[config.mk]
export PLATFORM = sky130hd
export DESIGN_NAME = vc_flit_buffer
export DESIGN_NICKNAME = d
export VERILOG_FILES = /design/src/rtl/noc_buf_pkg.sv /design/src/rtl/vc_fifo_slice.sv /design/src/rtl/vc_flit_buffer.sv
export SDC_FILE = /design/constraint.sdc
export NUM_CORES = 1
export LEC_CHECK = 0
export CORE_ASPECT_RATIO = 0.8
export CORE_UTILIZATION = 58
export DETAILED_ROUTE_END_ITERATION = 8
export DONT_BUFFER_PORTS = 1
export GPL_TIMING_DRIVEN = 0
export PLACE_DENSITY = 0.83
export RECOVER_POWER = 25
export SETUP_SLACK_MARGIN = 0.3
export SLEW_MARGIN = 15
export SYNTH_ARGS = -nofsm -noshare
export SYNTH_HDL_FRONTEND = slang
export SYNTH_SLANG_ARGS = --single-unit
[constraint.sdc]
create_clock -name clk -period 7.4 [get_ports clk]
set_input_delay 0.37 -clock clk [delete_from_list [all_inputs] [get_ports clk]]
set_output_delay 0.37 -clock clk [all_outputs]
set_load 0.005 [all_outputs]
[src/rtl/noc_buf_pkg.sv]
// Shared constants, types and width helpers for the VC flit buffer.
package noc_buf_pkg;

    localparam int NB_WIDTH  = 64;
    localparam int NB_DEPTH  = 4;
    localparam int NB_NUM_VC = 2;

    // Width of a free-slot counter that must hold the value DEPTH itself.
    function automatic int calc_cnt_w(input int depth);
        return $clog2(depth + 1);
    endfunction

    // VC index width; a single-VC buffer still gets a 1-bit index.
    function automatic int calc_vc_w(input int num_vc);
        return (num_vc > 1) ? $clog2(num_vc) : 1;
    endfunction

    localparam int NB_VC_W = calc_vc_w(NB_NUM_VC);

    typedef logic [NB_WIDTH-1:0] flit_t;
    typedef logic [NB_VC_W-1:0]  vc_id_t;

endpackage

[src/rtl/vc_fifo_slice.sv]
// Single-VC FIFO. Push/pop arrive already qualified by the top level.
// The free-slot counter, not the pointers, tells full from empty.
module vc_fifo_slice
    import noc_buf_pkg::*;
#(
    parameter int   WIDTH = NB_WIDTH,
    parameter int   DEPTH = NB_DEPTH,
    localparam int  CNT_W = calc_cnt_w(DEPTH),
    localparam int  PTR_W = $clog2(DEPTH)
) (
    input  logic             clk,
    input  logic             reset,
    input  logic             push_en,
    input  logic             pop_en,
    input  logic [WIDTH-1:0] bf_in,
    output logic [WIDTH-1:0] head,
    output logic [CNT_W-1:0] em_pl
);

    logic [WIDTH-1:0] r_mem [DEPTH];
    logic [PTR_W-1:0] r_wr_ptr;
    logic [PTR_W-1:0] r_rd_ptr;
    logic [CNT_W-1:0] r_em_pl;

    // Storage, pointers and free-slot count; push+pop together leaves the count alone.
    always_ff @(posedge clk) begin
        if (reset) begin
            for (int i = 0; i < DEPTH; i++) begin
                r_mem[i] <= '0;
            end
            r_wr_ptr <= '0;
            r_rd_ptr <= '0;
            r_em_pl  <= CNT_W'(DEPTH);
        end else begin
            if (push_en) begin
                r_mem[r_wr_ptr] <= bf_in;
                r_wr_ptr        <= r_wr_ptr + PTR_W'(1);
            end
            if (pop_en) begin
                r_rd_ptr <= r_rd_ptr + PTR_W'(1);
            end
            case ({push_en, pop_en})
                2'b10:   r_em_pl <= r_em_pl - CNT_W'(1);
                2'b01:   r_em_pl <= r_em_pl + CNT_W'(1);
                default: r_em_pl <= r_em_pl;
            endcase
        end
    end

    assign head  = r_mem[r_rd_ptr];
    assign em_pl = r_em_pl;

endmodule

[src/rtl/vc_flit_buffer.sv]
// Multi-VC router input buffer: shared write and read ports over NUM_VC FIFOs,
// per-VC free-slot report and one credit returned per popped flit.
// Optional macro VC_FLIT_BUFFER_ERR_EN adds sticky err_flags
// (bit0 dropped push, bit1 ignored pop).
module vc_flit_buffer
    import noc_buf_pkg::*;
#(
    parameter int   WIDTH  = NB_WIDTH,
    parameter int   DEPTH  = NB_DEPTH,
    parameter int   NUM_VC = NB_NUM_VC,
    localparam int  VC_W   = calc_vc_w(NUM_VC),
    localparam int  CNT_W  = calc_cnt_w(DEPTH)
) (
    input  logic                    clk,
    input  logic                    reset,
    input  logic                    push,
    input  logic [VC_W-1:0]         push_vc,
    input  logic [WIDTH-1:0]        bf_in,
    input  logic                    pop,
    input  logic [VC_W-1:0]         rd_vc,
    output logic [WIDTH-1:0]        bf_out,
    output logic [NUM_VC*CNT_W-1:0] em_pl,
    output logic [NUM_VC-1:0]       vc_empty,
    output logic                    cr_valid,
    output logic [VC_W-1:0]         cr_vc
`ifdef VC_FLIT_BUFFER_ERR_EN
    ,
    output logic [1:0]              err_flags
`endif
);

    logic [WIDTH-1:0] w_head  [NUM_VC];
    logic [CNT_W-1:0] w_em_pl [NUM_VC];
    logic             w_push_room;
    logic             w_rd_nonempty;
    logic             w_pop_ok;
    logic             w_push_ok;
    logic             r_cr_valid;
    logic [VC_W-1:0]  r_cr_vc;

    // Select the addressed VC's status and head flit; out-of-range indices see nothing.
    always_comb begin
        w_push_room   = 1'b0;
        w_rd_nonempty = 1'b0;
        bf_out        = '0;
        for (int v = 0; v < NUM_VC; v++) begin
            if (push_vc == VC_W'(v)) begin
                w_push_room = (w_em_pl[v] != '0);
            end
            if (rd_vc == VC_W'(v)) begin
                w_rd_nonempty = !vc_empty[v];
                bf_out        = w_head[v];
            end
        end
    end

    // A full VC still takes a push when the same cycle pops it: the write reuses the vacated slot.
    assign w_pop_ok  = pop && w_rd_nonempty;
    assign w_push_ok = push && (w_push_room || (w_pop_ok && (rd_vc == push_vc)));

    for (genvar v = 0; v < NUM_VC; v++) begin : g_vc
        vc_fifo_slice #(
            .WIDTH (WIDTH),
            .DEPTH (DEPTH)
        ) u_slice (
            .clk     (clk),
            .reset   (reset),
            .push_en (w_push_ok && (push_vc == VC_W'(v))),
            .pop_en  (w_pop_ok && (rd_vc == VC_W'(v))),
            .bf_in   (bf_in),
            .head    (w_head[v]),
            .em_pl   (w_em_pl[v])
        );
        assign em_pl[v*CNT_W +: CNT_W] = w_em_pl[v];
        assign vc_empty[v]             = (w_em_pl[v] == CNT_W'(DEPTH));
    end

    // One credit per accepted pop, presented for the cycle after the pop edge.
    always_ff @(posedge clk) begin
        if (reset) begin
            r_cr_valid <= 1'b0;
            r_cr_vc    <= '0;
        end else begin
            r_cr_valid <= w_pop_ok;
            r_cr_vc    <= w_pop_ok ? rd_vc : '0;
        end
    end

    assign cr_valid = r_cr_valid;
    assign cr_vc    = r_cr_vc;

`ifdef VC_FLIT_BUFFER_ERR_EN
    logic [1:0] r_err;

    // Sticky overflow/underflow flags, cleared only by reset.
    always_ff @(posedge clk) begin
        if (reset) begin
            r_err <= '0;
        end else begin
            r_err <= r_err | {pop && !w_pop_ok, push && !w_push_ok};
        end
    end

    assign err_flags = r_err;
`endif

endmodule

Word-level counts from Yosys, hierarchy flattened
Memory sizes are Yosys's and may differ from the RTL's. A register that Yosys moved wholly into a read port is not among the register bits.
Index checks and enable logic that the tools add are counted.
{"block": "totals", "reg_bits": 16, "mem_bits_rw": 512, "in_bits": 70, "output_inout_bits": 74, "elab_cells": 68, "memories": 2}
{"block": "op_classes", "addsub": 8, "n_eq_ne": 7, "muxes": 23, "bitwise": 3, "reduce_logical": 17}
{"name": "g_vc[0].u_slice.r_mem", "words": 4, "word_bits": 64, "read_ports": 1, "rd_clocked_by_memory_dff": 1, "wr": 4, "line_no": "vc_fifo_slice.sv:20", "rtl": "logic [WIDTH-1:0] r_mem [DEPTH];"}
{"name": "g_vc[1].u_slice.r_mem", "words": 4, "word_bits": 64, "read_ports": 1, "rd_clocked_by_memory_dff": 1, "wr": 4, "line_no": "vc_fifo_slice.sv:20"}
{"operator": "two-way mux 64 bit", "count": 3}
{"operator": "OR reduction 64 bit", "count": 2}
{"operator": "two-way mux 1 bit", "count": 12}
{"operator": "two-way mux 2 bit", "count": 6}
{"operator": "one-hot mux 3 bit (2 select lines)", "count": 2}
{"operator": "adder 2 x 1 -> 2 bit, second input constant", "count": 4}
{"operator": "logical AND 1 bit", "count": 7}
{"operator": "adder 3 x 1 -> 3 bit, second input constant", "count": 2}
{"operator": "== test 3 bit, second input constant", "count": 2}
{"operator": "nonzero test 3 bit", "count": 2}
{"operator": "subtractor 3 x 1 -> 3 bit, second input constant", "count": 2}
{"operator": "== test 2 x 1 -> 1 bit, second input constant", "count": 2}
{"operator": "== test 2 bit, second input constant", "count": 2}
{"operator": "nonzero test 2 bit", "count": 2}
{"operator": "NOT 1 bit", "count": 3}
{"operator": "logical NOT 1 bit", "count": 2}
{"operator": "OR reduction 2 bit", "count": 1}
{"operator": "== test 1 bit", "count": 1}
{"operator": "logical OR 1 bit", "count": 1}

Depth between registers and ports, before layout
Gate-level depths: netlist of the first run.
{"block": "logic_depth", "word_depth": 13, "mapped_depth": 10, "ltp_nobuf": 9}

Modules after synthesis
A second synthesis of the first run with hierarchy kept.
{"block": "hier_totals", "hier_cells": 1409, "hier_area_um2": 23887.9}
{"mod": "vc_fifo_slice", "n_inst": 2, "cells_per_inst": 659, "area_each_um2": 11453.5, "seq_area_each_um2": 7867.5}
{"mod": "vc_flit_buffer", "n_inst": 1, "cells_per_inst": 91, "area_each_um2": 980.9, "seq_area_each_um2": 40.0}

Least setup slack after synthesis of the first run
No wires, ideal clock.
{"block": "synth_path", "path_type": "reg2reg", "start": "reg g_vc[1].u_slice.r_em_pl[0]", "end": "mem g_vc[1].u_slice.r_mem[0][0] (netlist bit) (enable)", "setup_ns": 0.574, "t_arrival_ns": 5.545, "t_required_ns": 6.826, "slack_ns": 1.281, "path_stages_with_launch": 5, "path_buffers": 1, "synth_period_minus_slack_ns": 6.119, "path_cell_list": "dfxtp_1 > a2111oi_2 > or3_1 > buf_2 > o21ai_0"}
{"element": "start: declaration", "line_no": "vc_fifo_slice.sv:23", "rtl": "logic [CNT_W-1:0] r_em_pl;"}
{"element": "start signal: assignment", "line_no": "vc_fifo_slice.sv:33", "rtl": "r_em_pl <= CNT_W'(DEPTH);"}
{"element": "start signal: assignment", "line_no": "vc_fifo_slice.sv:43", "rtl": "2'b10: r_em_pl <= r_em_pl - CNT_W'(1);"}
{"element": "start signal: assignment", "line_no": "vc_fifo_slice.sv:44", "rtl": "2'b01: r_em_pl <= r_em_pl + CNT_W'(1);"}
{"element": "end: declaration", "line_no": "vc_fifo_slice.sv:20"}

==> results of run 1 <==
==> registers in the layout, summed over array words and instances, names as in the netlist, named ones only <==
| name | cells |
|---|---|
| g_vc.u_slice.r_mem | 512 |
| g_vc.u_slice.em_pl | 6 |
| g_vc.u_slice.r_rd_ptr | 4 |
| g_vc.u_slice.r_wr_ptr | 4 |
| cr_valid | 1 |
| cr_vc | 1 |
==> critical path: stages (launching register included) <==
cell and delay [ns]:
dfxtp_1 0.46, nor3_1 0.21, a21oi_1 0.25, a31o_1 0.89, clkbuf_1 1.46, buf_12 0.30
==> stage by stage <==
step,cell area (um^2),std cells
CTS,26600,2203
global route,26500,2203
floorplan,23300,1491
detailed placement,24400,2043
global placement,23900,2027
finish,26500,2205
==> power by group through the flow <==
stage | clock network [mW] | registers, mW | logic [mW]
after floorplan | 0 | 3.64 | 0.676
after global placement | 0 | 3.67 | 0.929
after detailed placement | 0 | 3.65 | 0.995
after CTS | 2.43 | 3.59 | 1.04
after global routing | 2.54 | 3.61 | 1.09
final | 2.43 | 3.59 | 1.03
==> cells by family after synthesis <==
group,Yosys count,share of synthesized area [%]
flops,532,67.8
mux,196,15.7
compound gates,33,1.08
xor+xnor,4,0.151
fa+ha+maj,4,0.280
buf+inv,107,1.89
simple gates,615,13.1
==> synthesized netlist by cell type, types with 2 or more instances <==
library cell  count
ha_1              2
nor3b_1           2
clkbuf_1         58
inv_1             9
a31o_2            2
mux2_2           65
fa_1              2
edfxtp_1        512
a21oi_1           9
and2_1          256
a21o_1            3
or3_1             6
and3_1            2
mux4_2          128
mux2i_1           3
or4_1             3
nand2b_1          2
xor2_1            4
nand3b_1          2
nand3_1           5
buf_1            12
o21ai_0           9
dfxtp_1          20
o31ai_1           2
clkbuf_2         11
buf_2            16
nor3_1            2
a211oi_1          2
nor2_1          261
nor4_1            2
nand2_1          67
==> layout make-up <==
class	instances	area, um^2	share of cell area, %
Buffer	98	394	1.49
Tap cell	536	671	2.53
Timing Repair Buffer	82	1040	3.94
Clock inverter	29	168	0.633
Inverter	9	33.8	0.128
Sequential cell	532	15800	59.6
Antenna cell	2	5.00	0.0189
Multi-Input combinational cell	852	7040	26.6
Clock buffer	65	1350	5.10
==> metal layers <==
metal  global-route usage [%]  vias up
met4                     6.72        0
met3                     6.15       88
met5                        0        -
li1                         -     5787
met1                     39.5     6979
met2                     46.4      707
==> worst max path at each step <==
stage / slack [ns] / cells after the start / to / startpoint
after global placement: -2.56 / 4 / g_vc[1].u_slice.r_mem[2][36] / g_vc[1].u_slice.em_pl[0]
after floorplan: 1.28 / 4 / g_vc[1].u_slice.r_mem[0][0] / g_vc[1].u_slice.em_pl[0]
after global routing: 3.22 / 5 / g_vc[0].u_slice.r_mem[2][34] / g_vc[0].u_slice.em_pl[0]
final: 3.46 / 5 / g_vc[0].u_slice.r_mem[2][41] / g_vc[0].u_slice.em_pl[0]
after CTS: 3.85 / 4 / bf_out[33] / register
after detailed placement: 4.48 / 4 / bf_out[12] / register
==> impl_metrics.json, run 1 <==
{
  "syn_inst": 1491,
  "rsz0062_at_grt": "no",
  "cts_tree": "yes",
  "dieArea_um2": 40900,
  "max_cap_violations": 7,
  "cts_setup_buffers": 0,
  "clockRootBuffer": "clkbuf_16",
  "synth_seq_cells": 532,
  "yosysUniqueCellTypes": 43,
  "totalWireLength_mm": 56.6,
  "final_common_cell": "edfxtp_1",
  "switchingPower_mw": 1.78,
  "viasPerCell": 6.15,
  "die_w_um": 226,
  "cts_buffers": 51,
  "clk_pin_slew_ns": 0.06,
  "synth-edff-count": 512,
  "finClkSkew_ns": 0.0291,
  "arrival_ns": 4.20,
  "highest_layer": "met4",
  "clkLatencyLatePin_ns": 0.59,
  "nets": 1700,
  "netlist.area_leader.share_pct": 66.1,
  "grt_pass1_vias": 14039,
  "drt_iter0_drc": 1481,
  "reg2reg_setup_slack_ns": 3.46,
  "met1_length_mm": 22.0,
  "antenna_found_initial": 1,
  "cts.repair.resized": 0,
  "holdWs_ns": 0.0157,
  "tightest_slew_ns": 2.67,
  "path_class": "reg -> reg",
  "netlist_top_cells_area": "edfxtp_1 66%, mux4_2 12%, and2_1 6.9%",
  "routed-wl-met2_mm": 27.9,
  "synth_area_um2": 23300,
  "hold_buffers": 66,
  "layout-drive-gt1-share_pct": 18.1,
  "period_needed_ns": 3.94,
  "intPower_mw": 5.26,
  "power_density_nw_per_um2": 266,
  "fin_crit_sh_pct": 53.2,
  "power_mw": 7.04,
  "place_ws_ns": 4.48,
  "cts_max_level": 2,
  "clockBufferDepth": 3,
  "numPortBuffers": 0,
  "endpoint_kind": "register",
  "worst-path-max-fanout": 26,
  "finalWorstSetupSlack_ns": 3.46,
  "hp-start": "bf_in[10]",
  "max_slew_margin_pct": -79.4,
  "firstDrtPassIters": 6,
  "met3WireLength_mm": 5.59,
  "seq_power_share_pct": 50.9,
  "yosys_warnings": 0,
  "rows": 65,
  "yosysSeqAreaShare_pct": 67.8,
  "p_sw_share_pct": 25.3,
  "max_freq_mhz": 254,
  "initial_core_util_pct": 59.0,
  "async_flop_share_pct": 0,
  "p_clk_share_pct": 34.5,
  "status": "complete, but fails checks",
  "dpl.hpwl_mm": 34.6,
  "layout_common_cells": "512 x edfxtp_1, 261 x nor2_1, 217 x and2_1",
  "cts.sinks": 532,
  "cp_data_required_time_ns": 7.66,
  "grt_usage_pct": 28.4,
  "holdPathStages": 1,
  "drcViolationCount": 0,
  "place_congestion": 0.792,
  "cp-start-kind": "register",
  "postLayoutCoreUtil_pct": 67.1,
  "peakVddDrop_mv": 0.281,
  "die_h_um": 181,
  "num_io_pins": 144,
  "grt-ovfl-total": 0,
  "r2r_end": "g_vc[0].u_slice.r_mem[2][41]",
  "finalSetupViolations": 0,
  "timing_hold_violations_final": 0,
  "area_growth_pct": 13.8,
  "fin_setup_tns_ns": 0,
  "grt_max_degree": 48,
  "violations": "capacitance limit, slew limit",
  "fillers": 2658,
  "yosysTopAreaCell": "edfxtp_1",
  "grt_pass1_wl_mm": 84.7,
  "synth_flop_cell": "edfxtp_1",
  "core_area_um2": 39400,
  "dr_total_vias": 13561,
  "ant_nets": 0,
  "synth_nets": 1565,
  "r2r_cells": 5,
  "final_max_slew_viol_count": 96,
  "combinationalPowerShare_pct": 14.6,
  "wire_per_inst_um": 25.6,
  "hold_end": "g_vc[0].u_slice.r_mem[2][10]",
  "synth.avg_cell_area_um2": 15.6,
  "r2r-start": "g_vc[0].u_slice.em_pl[0]",
  "hp-class": "in -> reg",
  "p_leak_nw": 9.35
}
No activity file was read; power rests on OpenSTA's default activity.
==> inputs of run 2 (changes only) <==
==> constraint.sdc (replaced) <==
create_clock -name clk -period 4 [get_ports clk]
set_input_delay 0.2 -clock clk [delete_from_list [all_inputs] [get_ports clk]]
set_output_delay 0.2 -clock clk [all_outputs]
set_load 0.005 [all_outputs]
==> impl_metrics.json, run 2 (synthesis results as in run 1) <==
{
  "status": "complete, but fails checks",
  "violations": "capacitance limit, slew limit",
  "path_buf_inv": 1,
  "wire_per_inst_um": 25.3,
  "die_w_um": 226,
  "grt_pass1_wl_mm": 84.5,
  "seq_power_share_pct": 50.0,
  "dr_total_vias": 13534,
  "drcViolationCount": 0,
  "grt-ovfl-total": 0,
  "cts_max_level": 2,
  "final_max_slew_viol_count": 93,
  "path_cells": "or4b_4 > a211oi_1 > clkbuf_1 > and2_1",
  "endpoint_kind": "register",
  "clk_pin_slew_ns": 0.06,
  "drt_iter0_drc": 1469,
  "top_register": "g_vc.u_slice.r_mem",
  "arrival_ns": 4.04,
  "switchingPower_mw": 3.28,
  "place_congestion": 0.793,
  "viasPerCell": 6.13,
  "max_cap_violations": 6,
  "num_io_pins": 144,
  "dpl.hpwl_mm": 34.5,
  "totalWireLength_mm": 55.8,
  "numPortBuffers": 0,
  "die_h_um": 181,
  "path_class": "reg -> reg",
  "antenna_found_initial": 2,
  "cts_buffers": 50,
  "max_slew_margin_pct": -52.1,
  "dieArea_um2": 40900,
  "initial_core_util_pct": 59.0,
  "cts_tree": "yes",
  "worst-path-max-fanout": 10,
  "finalWorstSetupSlack_ns": 0.393,
  "grt_pass1_vias": 14229,
  "power_density_nw_per_um2": 499,
  "design_area_um2": 26600,
  "p_clk_share_pct": 35.6,
  "cp_data_required_time_ns": 4.43,
  "clockBufferDepth": 3,
  "cts.sinks": 532,
  "area_growth_pct": 14.4,
  "final_common_cell": "edfxtp_1",
  "finClkSkew_ns": 0.00892,
  "p_leak_nw": 9.41,
  "cp-start-kind": "register",
  "max_freq_mhz": 277,
  "p_sw_share_pct": 24.7,
  "firstDrtPassIters": 6,
  "rows": 65,
  "max_stage_delay_ns": 1.77,
  "cts.repair.resized": 0,
  "layout_common_cells": "512 x edfxtp_1, 261 x nor2_1, 212 x and2_1",
  "timing_hold_violations_final": 0,
  "combinationalPowerShare_pct": 14.4,
  "place_area_um2": 24400,
  "holdWs_ns": 0.0805,
  "crit_slowest_cell": "a211oi_1",
  "tightest_slew_ns": 2.27,
  "largest_reg_flops": 512,
  "peakVddDrop_mv": 0.354,
  "clkLatencyLatePin_ns": 0.57,
  "grt_max_degree": 41,
  "hp-class": "in -> reg",
  "ant_nets": 0,
  "layout-drive-gt1-share_pct": 18.4,
  "fillers": 2677,
  "core_area_um2": 39400,
  "rsz0062_at_grt": "no",
  "crit_family": "compound AO/OA/AOI/OAI gates",
  "finalSetupViolations": 0,
  "period_needed_ns": 3.61,
  "clockRootBuffer": "clkbuf_16",
  "postLayoutCoreUtil_pct": 67.5,
  "nets": 1702,
  "fin_crit_sh_pct": 90.2,
  "place_ws_ns": 1.36,
  "intPower_mw": 10.0,
  "grt_usage_pct": 28.2
}
==> run 2: cell types whose count changed in the layout (fill, tap and decap cells not counted), sizes merged <==
| cell | delta |
|---|---|
| clkinv | -9 |
| clkbuf | +4 |
| dlygate4sd3 | +4 |
| bufinv | +3 |
| buf | +1 |
| clkinvlp | +1 |
| inv | -1 |
==> run 2: area by class of cell <==
class	count	area, um^2	area share, %
Inverter	9	33.8	0.127
Sequential cell	532	15800	59.3
Timing Repair Buffer	85	1100	4.13
Clock buffer	71	1400	5.28
Antenna cell	2	5.00	0.0188
Clock inverter	23	210	0.790
Tap cell	536	671	2.52
Multi-Input combinational cell	852	7020	26.4
Buffer	98	395	1.49
==> run 2: final timing paths <==
path | start | to | slack (ns) | depth (start not counted)
worst max-delay path | g_vc[0].u_slice.r_wr_ptr[1] | g_vc[0].u_slice.r_mem[0][42] | 0.39 | 4
worst min-delay path | reset | register | 0.08 | 2
worst max register to register | g_vc[0].u_slice.r_wr_ptr[1] | g_vc[0].u_slice.r_mem[0][42] | 0.39 | 4
worst min register to register | g_vc[0].u_slice.r_rd_ptr[1] | register | 0.51 | 2
==> run 2: metal layers <==
layer	GRT usage, %	share of wire, %	vias up
met1	38.9	39	6941
met4	7.84	2.1	0
li1	-	-	5790
met5	0	0	-
met2	45.3	49	711
met3	6.62	10	92
==> run 2: through the flow <==
stage               total power [mW]  setup TNS, ns  cells
CTS                             13.3              0   2206
global route                    13.7              0   2208
finish                          13.3              0   2208
detailed placement              8.59              0   2042
floorplan                       7.97              0   1491
global placement                8.47        -147.04   2027
==> run 2: what timing repair did <==
action	4_1_cts	5_1_grt
hold endpoints to repair	519	0
hold buffers	70	0
buffers inserted	0	0
setup endpoints to repair	0	0
==> run 2: worst reg2reg max path: stages, from the launching register on <==
cell      delay (ns)
dfxtp_1         0.35
or4b_4          0.53
a211oi_1        1.77
clkbuf_1        0.59
and2_1          0.24
==> run 2: power by group through the flow <==
| stage | combinational, mW | sequential (mW) | clock [mW] |
|---|---|---|---|
| after CTS | 1.94 | 6.64 | 4.75 |
| after detailed placement | 1.83 | 6.76 | 0 |
| after global placement | 1.72 | 6.75 | 0 |
| final | 1.91 | 6.64 | 4.72 |
| after global routing | 2.05 | 6.67 | 4.94 |
| after floorplan | 1.25 | 6.72 | 0 |
==> inputs of run 3 (changes only) <==
--- a/config.mk
+++ b/config.mk
@@ -9,6 +9,7 @@
 export CORE_UTILIZATION = 58
 export DETAILED_ROUTE_END_ITERATION = 8
 export DONT_BUFFER_PORTS = 1
+export GPL_ROUTABILITY_DRIVEN = 0
 export GPL_TIMING_DRIVEN = 0
 export PLACE_DENSITY = 0.83
 export RECOVER_POWER = 25
@@ -16,4 +17,5 @@
 export SLEW_MARGIN = 15
 export SYNTH_ARGS = -nofsm -noshare
 export SYNTH_HDL_FRONTEND = slang
+export SYNTH_HIERARCHICAL = 1
 export SYNTH_SLANG_ARGS = --single-unit
==> impl_metrics.json, run 3 <==
{
  "status": "complete, but fails checks",
  "violations": "capacitance limit, slew limit",
  "num_io_pins": 144,
  "netlist_top_cells_area": "edfxtp_1 64%, mux4_2 12%, and2_1 10%",
  "clkLatencyLatePin_ns": 0.57,
  "hold_buffers": 68,
  "synth_flop_cell": "edfxtp_1",
  "timing_hold_violations_final": 0,
  "dpl.hpwl_mm": 34.7,
  "final_common_cell": "edfxtp_1",
  "combinationalPowerShare_pct": 14.1,
  "dr_total_vias": 12858,
  "cts_buffers": 51,
  "intPower_mw": 10.3,
  "yosys_warnings": 6,
  "p_leak_nw": 9.98,
  "die_w_um": 229,
  "cts_max_level": 2,
  "ant_nets": 0,
  "initial_core_util_pct": 58.8,
  "synth.most_common_cell": "edfxtp_1",
  "syn_inst": 1409,
  "period_needed_ns": 3.42,
  "holdPathStages": 4,
  "reg2reg_setup_slack_ns": 0.58,
  "area_growth_pct": 14.7,
  "yosysTopAreaCell": "edfxtp_1",
  "seq_power_share_pct": 49.6,
  "viasPerCell": 6.02,
  "synthMuxAreaShare_pct": 15.3,
  "path_cells": "nor2_1 > a311oi_2 > inv_1 > nor2_1 > clkbuf_1 > and2_1",
  "drcViolationCount": 0,
  "cts_setup_buffers": 0,
  "final_max_slew_viol_count": 20,
  "totalWireLength_mm": 55.0,
  "fillers": 2642,
  "grt_pass1_vias": 13497,
  "peakVddDrop_mv": 0.324,
  "path_buf_inv": 2,
  "synth-edff-count": 512,
  "r2r_cells": 6,
  "cp_data_required_time_ns": 4.43,
  "cts_tree": "yes",
  "grt_max_degree": 37,
  "path_class": "reg -> reg",
  "cts.sinks": 532,
  "clockRootBuffer": "clkbuf_16",
  "crit_slowest_cell": "nor2_1",
  "tightest_slew_ns": 1.68,
  "yosysSeqAreaShare_pct": 66.0,
  "synth_area_um2": 23900,
  "top_register": "g_vc.u_slice/r_mem",
  "switchingPower_mw": 3.14,
  "hold_end": "g_vc[0].u_slice/r_rd_ptr[0]",
  "endpoint_kind": "register",
  "drt_iter0_drc": 1275,
  "hp-start": "pop",
  "crit_top_cell": "nor2_1",
  "r2r-start": "g_vc[0].u_slice/em_pl[0]",
  "grt-ovfl-total": 0,
  "largest_reg_flops": 512,
  "max_stage_delay_ns": 1.12,
  "clockBufferDepth": 3,
  "layout-drive-gt1-share_pct": 30.0,
  "fin_crit_sh_pct": 85.5,
  "rsz0062_at_grt": "no",
  "hp-class": "in -> reg",
  "synth_fa_ha_area_share_pct": 0.272,
  "p_clk_share_pct": 36.3,
  "finClkSkew_ns": 0.0162,
  "arrival_ns": 3.85,
  "design_area_um2": 27400,
  "rows": 66,
  "numPortBuffers": 0,
  "synth_seq_cells": 532,
  "dieArea_um2": 42000,
  "grt_pass1_wl_mm": 83.0,
  "synth_compound_area_share_pct": 0.492,
  "synth_nets": 1483,
  "core_area_um2": 40600,
  "die_h_um": 184,
  "finalSetupViolations": 0,
  "netlist.area_leader.share_pct": 64.4,
  "max_slew_margin_pct": -12.1,
  "place_area_um2": 25100,
  "fin_setup_tns_ns": 0,
  "postLayoutCoreUtil_pct": 67.4,
  "grt_usage_pct": 26.8,
  "layout_common_cells": "512 x edfxtp_1, 371 x and2_1, 128 x mux4_2, 128 x and2_2, 68 x dlygate4sd3_1",
  "cts.repair.resized": 0,
  "clk_pin_slew_ns": 0.06,
  "r2r_end": "g_vc[0].u_slice/r_mem[3][41]",
  "ys_top_cells_by_count": "512 x edfxtp_1, 384 x and2_1, 128 x and2_2, 128 x mux4_2, 55 x mux2_2",
  "worst-path-max-fanout": 10,
  "power_density_nw_per_um2": 490,
  "max_cap_violations": 2,
  "synth.avg_cell_area_um2": 17.0,
  "holdWs_ns": 0.0214,
  "nets": 1625,
  "crit_family": "simple AND/OR/NAND/NOR gates",
  "synth_xor_area_share_pct": 0.440,
  "async_flop_share_pct": 0,
  "max_freq_mhz": 292,
  "firstDrtPassIters": 5,
  "synth-simple-area-share_pct": 15.4,
  "power_mw": 13.4,
  "p_sw_share_pct": 23.4,
  "wire_per_inst_um": 25.7,
  "synth_top_family_by_area": "simple AND/OR/NAND/NOR gates",
  "antenna_found_initial": 5,
  "cp-start-kind": "register",
  "yosysUniqueCellTypes": 34
}
==> run 3: changes by cell type after synthesis, sizes merged, moves of 9 or more <==
cell / change
and2: +256
nor2: -241
nand2: -59
a21oi: -10
buf: +9
clkbuf: -17
==> run 3: power by group through the flow <==
stage	combinational, mW	clock [mW]	sequential (mW)
2_1_floorplan	1.29	0	6.73
4_1_cts	1.92	4.92	6.66
3_5_place_dp	1.80	0	6.78
6_report	1.90	4.87	6.66
5_1_grt	2.02	5.14	6.69
3_3_place_gp	1.68	0	6.78
==> run 3: metrics by stage <==
stage,instances,setup WS (ns)
final,2136,0.579
after global routing,2136,0.501
after detailed placement,1974,1.02
after CTS,2135,1.01
after global placement,1953,-1.25
after floorplan,1409,0.573
==> run 3: layout make-up <==
type                            count  area [um^2]  area share (%)
Antenna cell                        1         2.50         0.00913
Sequential cell                   532        15800            57.6
Tap cell                          544          681            2.48
Timing Repair Buffer               89         1140            4.16
Inverter                            7         26.3          0.0959
Multi-Input combinational cell    780         7640            27.9
Clock buffer                       65         1370            5.00
Buffer                             90          450            1.64
Clock inverter                     28          312            1.14
==> run 3: worst max-delay path by stage <==
stage	from	endpoint	slack, ns	cells past startpoint
5_1_grt	g_vc[0].u_slice/em_pl[1]	g_vc[0].u_slice/r_mem[3][42]	0.50	6
3_3_place_gp	rd_vc	g_vc[0].u_slice/r_mem[2][28]	-1.25	6
2_1_floorplan	rd_vc	g_vc[0].u_slice/r_mem[2][0]	0.57	6
4_1_cts	g_vc[0].u_slice/em_pl[1]	g_vc[0].u_slice/r_mem[0][12]	1.01	6
3_5_place_dp	rd_vc	g_vc[0].u_slice/r_mem[2][36]	1.02	8
6_report	g_vc[0].u_slice/em_pl[0]	g_vc[0].u_slice/r_mem[3][41]	0.58	6
==> run 3: worst reg2reg max path, stage by stage, from the launching register on <==
cell	delay (ns)
dfxtp_1	0.49
nor2_1	0.09
a311oi_2	0.69
inv_1	0.15
nor2_1	1.12
clkbuf_1	0.54
and2_1	0.21
==> run 3: cell families (layout without fill, tap and decap cells) <==
| group | Yosys count | count (layout) |
|---|---|---|
| AND/OR/NAND/NOR | 557 | 557 |
| flip-flops | 532 | 532 |
| multiplexers | 194 | 194 |
| buffers and inverters | 97 | 279 |
| AO/OA/AOI/OAI | 13 | 13 |
| XOR/XNOR | 12 | 12 |
| adder cells (fa/ha/maj) | 4 | 4 |
| other | 0 | 1 |
==> run 3: layer usage <==
layer	track usage (%)	up-vias	wire length, um
met1	35.8	6595	21400
met4	7.55	8	1160
met3	5.83	89	5160
li1	-	5527	-
met5	0	-	51
met2	45.0	639	27200
